<file path="config.mk">
export PLATFORM = sky130hd
export DESIGN_NAME = uart_tx_queue
export DESIGN_NICKNAME = d
export VERILOG_FILES = /design/src/rtl/uart_tx_queue.sv
export SDC_FILE = /design/constraint.sdc
export NUM_CORES = 1
export LEC_CHECK = 0
export BUFFER_PORTS_ARGS = -buffer_cell sky130_fd_sc_hd__buf_2
export CORE_UTILIZATION = 25
export DETAILED_ROUTE_END_ITERATION = 12
export GPL_TIMING_DRIVEN = 0
export HOLD_SLACK_MARGIN = 0.05
export PLACE_DENSITY = 0.45
export SLEW_MARGIN = 10
export SYNTH_ARGS = -nofsm -noshare
export SYNTH_HDL_FRONTEND = slang
export SYNTH_SLANG_ARGS = --single-unit
</file>
<file path="constraint.sdc">
create_clock -name clock -period 3.3 [get_ports clock]
set_input_delay 0.66 -clock clock [delete_from_list [all_inputs] [get_ports clock]]
set_output_delay 0.66 -clock clock [all_outputs]
set_load 0.005 [all_outputs]
</file>
<file path="src/rtl/uart_tx_queue.sv">
// Byte FIFO feeding a UART transmitter one frame at a time over a data/send/busy handshake.
// Optional feature: define UART_TXQ_CRLF_EN to expand each 8'h0A into 8'h0D, 8'h0A on the wire.
module uart_tx_queue #(
  parameter int DEPTH_LOG2 = 4
) (
  input  logic                  clock,
  input  logic                  reset,
  input  logic [7:0]            in_data,
  input  logic                  in_valid,
  output logic                  in_ready,
  output logic [7:0]            tx_data,
  output logic                  tx_send,
  input  logic                  tx_busy,
  output logic [DEPTH_LOG2:0]   level,
  output logic                  empty,
  output logic                  full,
  output logic                  overflow
);

  localparam int                    DEPTH      = 1 << DEPTH_LOG2;
  localparam logic [DEPTH_LOG2:0]   LEVEL_FULL = DEPTH[DEPTH_LOG2:0];
  localparam logic [DEPTH_LOG2:0]   LEVEL_ONE  = 1;
  localparam logic [DEPTH_LOG2-1:0] PTR_ONE    = 1;

  typedef enum logic [1:0] {IDLE, SEND, ARMED, DRAIN} state_t;

  state_t                state, state_next;
  logic [7:0]            mem [DEPTH];
  logic [DEPTH_LOG2-1:0] wr_ptr, rd_ptr;
  logic [7:0]            head, issue_byte;
  logic                  push, pop, issue;
`ifdef UART_TXQ_CRLF_EN
  logic                  cr_sent;
`endif

  assign empty    = (level == '0);
  assign full     = (level == LEVEL_FULL);
  assign in_ready = !full;
  assign push     = in_valid && in_ready;
  assign head     = mem[rd_ptr];

  always_comb begin
    state_next = state;
    issue      = 1'b0;
    pop        = 1'b0;
    issue_byte = head;
    case (state)
      IDLE: begin
        if (!empty && !tx_busy) begin
          issue      = 1'b1;
          pop        = 1'b1;
          state_next = SEND;
`ifdef UART_TXQ_CRLF_EN
          // LF goes out twice through here: first as an inserted CR, then itself.
          if (head == 8'h0A && !cr_sent) begin
            pop        = 1'b0;
            issue_byte = 8'h0D;
          end
`endif
        end
      end
      SEND:    state_next = ARMED;
      ARMED:   if (tx_busy) state_next = DRAIN;
      DRAIN:   if (!tx_busy) state_next = IDLE;
      default: state_next = IDLE;
    endcase
  end

  always_ff @(posedge clock) begin
    if (push) mem[wr_ptr] <= in_data;
  end

  always_ff @(posedge clock) begin
    if (reset) begin
      state    <= IDLE;
      wr_ptr   <= '0;
      rd_ptr   <= '0;
      level    <= '0;
      tx_data  <= 8'h00;
      tx_send  <= 1'b0;
      overflow <= 1'b0;
`ifdef UART_TXQ_CRLF_EN
      cr_sent  <= 1'b0;
`endif
    end else begin
      state    <= state_next;
      tx_send  <= issue;
      overflow <= in_valid && !in_ready;
      if (issue) tx_data <= issue_byte;
      if (push) wr_ptr <= wr_ptr + PTR_ONE;
      if (pop) rd_ptr <= rd_ptr + PTR_ONE;
      if (push && !pop) level <= level + LEVEL_ONE;
      else if (pop && !push) level <= level - LEVEL_ONE;
`ifdef UART_TXQ_CRLF_EN
      if (issue) cr_sent <= !pop;
`endif
    end
  end

endmodule

</file>
; Word level (Yosys, flattened, before mapping)
; Memories as Yosys holds them, arrays and structs flattened. A register that Yosys moved wholly into a read port is not among the register bits.
; Index checks and enable logic that the tools add are counted.
; W data, S select, Z words.
[classes]
n_addsub = 4
eq_ne = 7
muxes = 10
reduce_logical = 14
[op_table]
columns = cell, count
row1 = $mux W5, 2
row2 = $add A4 B1 Y4 const B, 2
row3 = $pmux W2 S4, 1
row4 = $mux W2, 3
row5 = $ne A2 B2 Y1 const B, 3
row6 = $add A5 B1 Y5 const B, 1
row7 = $eq A5 B5 Y1 const B, 1
row8 = $logic_and A1 B1 Y1, 5
row9 = $logic_not A1 Y1, 5
row10 = $logic_not A5 Y1, 1
row11 = $sub A5 B1 Y5 const B, 1
row12 = $eq A2 B2 Y1 const B, 2
row13 = $mux W1, 4
row14 = $reduce_and A3 Y1, 1
row15 = $eq A2 B1 Y1 const B, 1
row16 = $logic_not A2 Y1, 1
row17 = $reduce_bool A2 Y1, 1
[totals]
register_bits = 17
ram_bits = 128
output_inout_bits = 18
word_cells = 42
memories = 1
[memory_table]
columns = name, depth, width, read_ports, rd_clocked_by_memory_dff, wr, line
row1 = mem, 16, 8, 1, 1, 1, 28  ; logic [7:0] mem [DEPTH];

; Depth between registers and ports, before layout
[logic_depth]
word_depth = 8
mapped_depth = 14
mapped_depth_nobuf = 13

; Least setup slack after synthesis
; OpenSTA, ideal clock, no wires.
[synth_timing]
kind = in2reg
start = input port tx_busy
end = register level[4]
setup_ps = 123
arrival_time_ps = 2632
required_time_ps = 3177
slack_ps = 544
path_stages = 11
n_path_buf = 1
path_cell_list = nand2b_1 > a21oi_1 > buf_2 > inv_2 > ha_1 > inv_1 > ha_1 > a21o_1 > a21oi_1 > mux2i_1 > mux2_1
[synth_via]
elab_chain_cells = 7
word_cells_on_any_way = 9
classes_between = 3 x mux / 6 x reduce/logical
[synth_rtl]
columns = element, line
row1 = "start, declared", 13  ; input logic tx_busy,
row2 = $logic_not A1 Y1 (*), n/a
row3 = $logic_and A1 B1 Y1 (*), 49  ; if (!empty && !tx_busy) begin
row4 = $mux W1 (*), 49
row5 = $mux W1 (*), 47  ; case (state)
row6 = $logic_not A1 Y1, 92  ; if (push && !pop) level <= level + LEVEL_ONE;
row7 = $logic_and A1 B1 Y1, 92
row8 = $mux W5 / $reduce_bool A2 Y1 (equally long branches), n/a
row9 = "end signal, assigned", 92
row10 = "end signal, assigned", 93  ; else if (pop && !push) level <= level - LEVEL_ONE;
row11 = "end, declared", 14  ; output logic [DEPTH_LOG2:0] level,
; Every way passes the cells marked *; elsewhere a longest branch is shown, timed or not.
; A chain may end at the register's enable or synchronous reset.

; Final worst setup path
[layout_timing]
start = register state[0]
end = register level[4]
[layout_via]
elab_chain_cells = 5
word_cells_on_any_way = 7
classes_between = 2 x mux / 5 x reduce/logical
[layout_rtl]
columns = element, line
row1 = "start, declared", 27  ; state_t state, state_next;
row2 = "start signal, assigned", 86  ; state <= state_next;
row3 = $logic_not A2 Y1 (*), 47
row4 = $mux W1 (*), 47
row5 = $logic_not A1 Y1, 92
row6 = $logic_and A1 B1 Y1, 92
row7 = $mux W5 / $reduce_bool A2 Y1 (equally long branches), n/a
; Marks and branches as above.

==> impl_metrics.env <==
export IMPL_status="complete, no violations"
export IMPL_synth_ff_type="edfxtp_1"
export IMPL_synth_fp_nets=437
export IMPL_h_tree_depth=4
export IMPL_skew_ps=9.28
export IMPL_drive_above_1_share_pct=16.5
export IMPL_portBuffers=28
export IMPL_setup_tns_ps=0
export IMPL_crit_fanout=10
export IMPL_grt_start_max_net_pins=17
export IMPL_worst_pin_slew_ps=1170
export IMPL_clockBufferDepth=2
export IMPL_ys_seq_area_share_pct=70.0
export IMPL_avgSynthCellArea_um2=15.1
export IMPL_drc=0
export IMPL_syn_area_um2=6210
export IMPL_register_area_um2=4340
export IMPL_vias=3487
export IMPL_fill_cells=2417
export IMPL_cp_required_ps=3610
export IMPL_fin_nets=486
export IMPL_synthDistinctLibCells=35
export IMPL_grt_usage_pct=11.8
export IMPL_async_flop_share_pct=0
export IMPL_p_per_area_nw_per_um2=713
export IMPL_max_freq_mhz=328
export IMPL_antenna_found_initial=0
export IMPL_hold_end="tx_data[4]"
export IMPL_cp_end_kind="register"
export IMPL_synth_edf_count=128
export IMPL_cap_violations=0
export IMPL_final_hold_viol_count=0
export IMPL_cts_tree="done"
export IMPL_holdPathStages=2
export IMPL_overflow=0
export IMPL_path_clk_slew_ps=60
export IMPL_ant_nets=0
export IMPL_antenna_cells=0
export IMPL_slew_headroom_pct=21.3
export IMPL_critical_path_class="register to register"
export IMPL_hold_start="tx_data[4]"
export IMPL_holdBufCountCts=0
export IMPL_fin_area_um2=7380
export IMPL_cts_buffers=17
export IMPL_total_leakage_power_nw=2.40
export IMPL_core_area_um2=24300
export IMPL_reg2reg_to="level[4]"
export IMPL_final_common_cell="edfxtp_1"
export IMPL_num_io_pins=30
export IMPL_place_hpwl_um=9960
export IMPL_arrival_ps=3360
export IMPL_ys_seq_elements=153
export IMPL_dpl_cell_area_um2=6750
export IMPL_vias_per_cell=4.38
export IMPL_synth_warnings=0
export IMPL_layout_common_cells="128 x edfxtp_1, 67 x mux2i_1, 43 x nor2_1"
export IMPL_drv_slew=0
export IMPL_drt_pre_antenna_iters=4
export IMPL_die_h_um=160
export IMPL_grt_pass1_wl_um=21600
export IMPL_multiInputGateArea_um2=1710
export IMPL_cts_resized_gates=0
export IMPL_grt_pass1_vias=3536
export IMPL_drt_iter0_markers=228
export IMPL_routed_wl_um=14500
export IMPL_worst_r2r_setup_slack_ps=250
export IMPL_rsz0062_at_grt="false"
export IMPL_rr_startpoint="state[0]"
export IMPL_die_area_um2=25500
export IMPL_clock_latency_ps=430
export IMPL_syn_inst=411
export IMPL_finalCritPeriodShare_pct=92.3
export IMPL_setup_viol=0
export IMPL_setup_ws_ps=253
export IMPL_area_growth_pct=18.8
export IMPL_hold_path_class="register to register"
export IMPL_fp_dieW_um=160
export IMPL_rows=57
export IMPL_clkSinkCount=153
export IMPL_r2r_cells=13
export IMPL_start_util_pct=25.5
export IMPL_wl_per_cell_um=18.2
export IMPL_fin_crit_ps=3050
export IMPL_place_gp_congestion=0.790
export IMPL_dp_slack_ps=48.8
export IMPL_start_kind="register"
export IMPL_peakVddDrop_v=0.000273
export IMPL_root_buffer="clkbuf_16"
power by group:
| part | switching [mW] | leakage [nW] | internal [mW] |
|---|---|---|---|
| Combinational | 0.560 | 0.751 | 0.388 |
| Clock | 0.728 | 0.289 | 1.26 |
| Sequential | 0.0916 | 1.36 | 2.24 |
per-layer routing:
| metal | routed length [um] | vias to the layer above | track usage, % |
|---|---|---|---|
| met1 | 6710 | 1742 | 15.4 |
| met2 | 7010 | 63 | 19.0 |
| met4 | 179 | 0 | 3.98 |
| li1 | - | 1666 | - |
| met3 | 602 | 16 | 3.23 |
| met5 | 0 | - | 0 |
what timing repair did:
| action | CTS | global route |
|---|---|---|
| endpoints found under the hold margin | 0 | 0 |
| setup buffers | 0 | 2 |
| endpoints found under the setup margin | 0 | 1 |
area by class of cell:
class | instances | share of cell area [%]
repair buffers | 30 | 2.10
well taps | 324 | 5.49
flip-flops and latches | 153 | 58.9
plain buffers | 21 | 1.80
inverters | 11 | 0.560
clock inverters | 10 | 2.03
clock buffers | 22 | 6.02
multi-input cells | 226 | 23.1
worst max-delay path: stages (launching register included):
cell      delay, ps
dfxtp_1         320
inv_1           100
ha_1            230
nand2b_1         70
a21oi_1         220
buf_2           290
inv_2            80
ha_1            230
inv_1           170
ha_1            280
a21o_1          200
a21oi_1         180
mux2i_1         230
mux2_1          330
metrics by stage:
stage	cells	hold slack (ps)	util [%]	total power, mW
6_report	797	499	30.3	5.26
3_5_place_dp	763	491	27.8	3.31
3_3_place_gp	763	497	27.8	3.27
2_1_floorplan	411	493	-	2.96
4_1_cts	795	492	30.2	5.29
5_1_grt	797	499	30.3	5.51
cells in the mapped netlist (all sizes together), types with 3 or more instances:
library cell / count / area share, %
a211oi: 10 / 1.2
a21oi: 8 / 0.64
buf: 15 / 1.8
clkbuf: 6 / 0.36
dfxtp: 25 / 8.1
edfxtp: 128 / 62
ha: 13 / 2.6
inv: 11 / 0.67
mux2i: 67 / 11
nand2: 12 / 0.77
nand2b: 3 / 0.30
nand3b: 3 / 0.36
nor2: 43 / 2.6
nor3: 4 / 0.32
nor4: 9 / 1.1
o22ai: 32 / 3.3
xor2: 7 / 0.99
logic make-up (layout without fill, tap and decap cells):
family	after synthesis	after routing	synth area share (%)
AND/OR/NAND/NOR	82	82	6.41
buffers and inverters	32	94	2.80
AO/OA/AOI/OAI	53	53	5.62
multiplexers	68	68	11.0
adder cells (fa/ha/maj)	14	14	2.94
flip-flops	153	153	70.0
XOR/XNOR	9	9	1.27
flip-flops by register name, summed over array words and instances (netlist names):
name / count
tx_send: 1
wr_ptr: 4
rd_ptr: 4
mem: 128
overflow: 1
tx_data: 8
level: 5
state: 2
how the worst max path moves through the flow:
stage	start	cells after the start	slack (ps)	end
after floorplan	tx_busy	11	540	level[4]
after global placement	tx_busy	12	60	level[4]
after detailed placement	tx_busy	12	50	level[4]
after CTS	level[0]	11	210	level[4]
after global routing	state[0]	13	5	level[4]
final	state[0]	13	250	level[4]
Note: power is estimated with default switching activity, not from simulation.
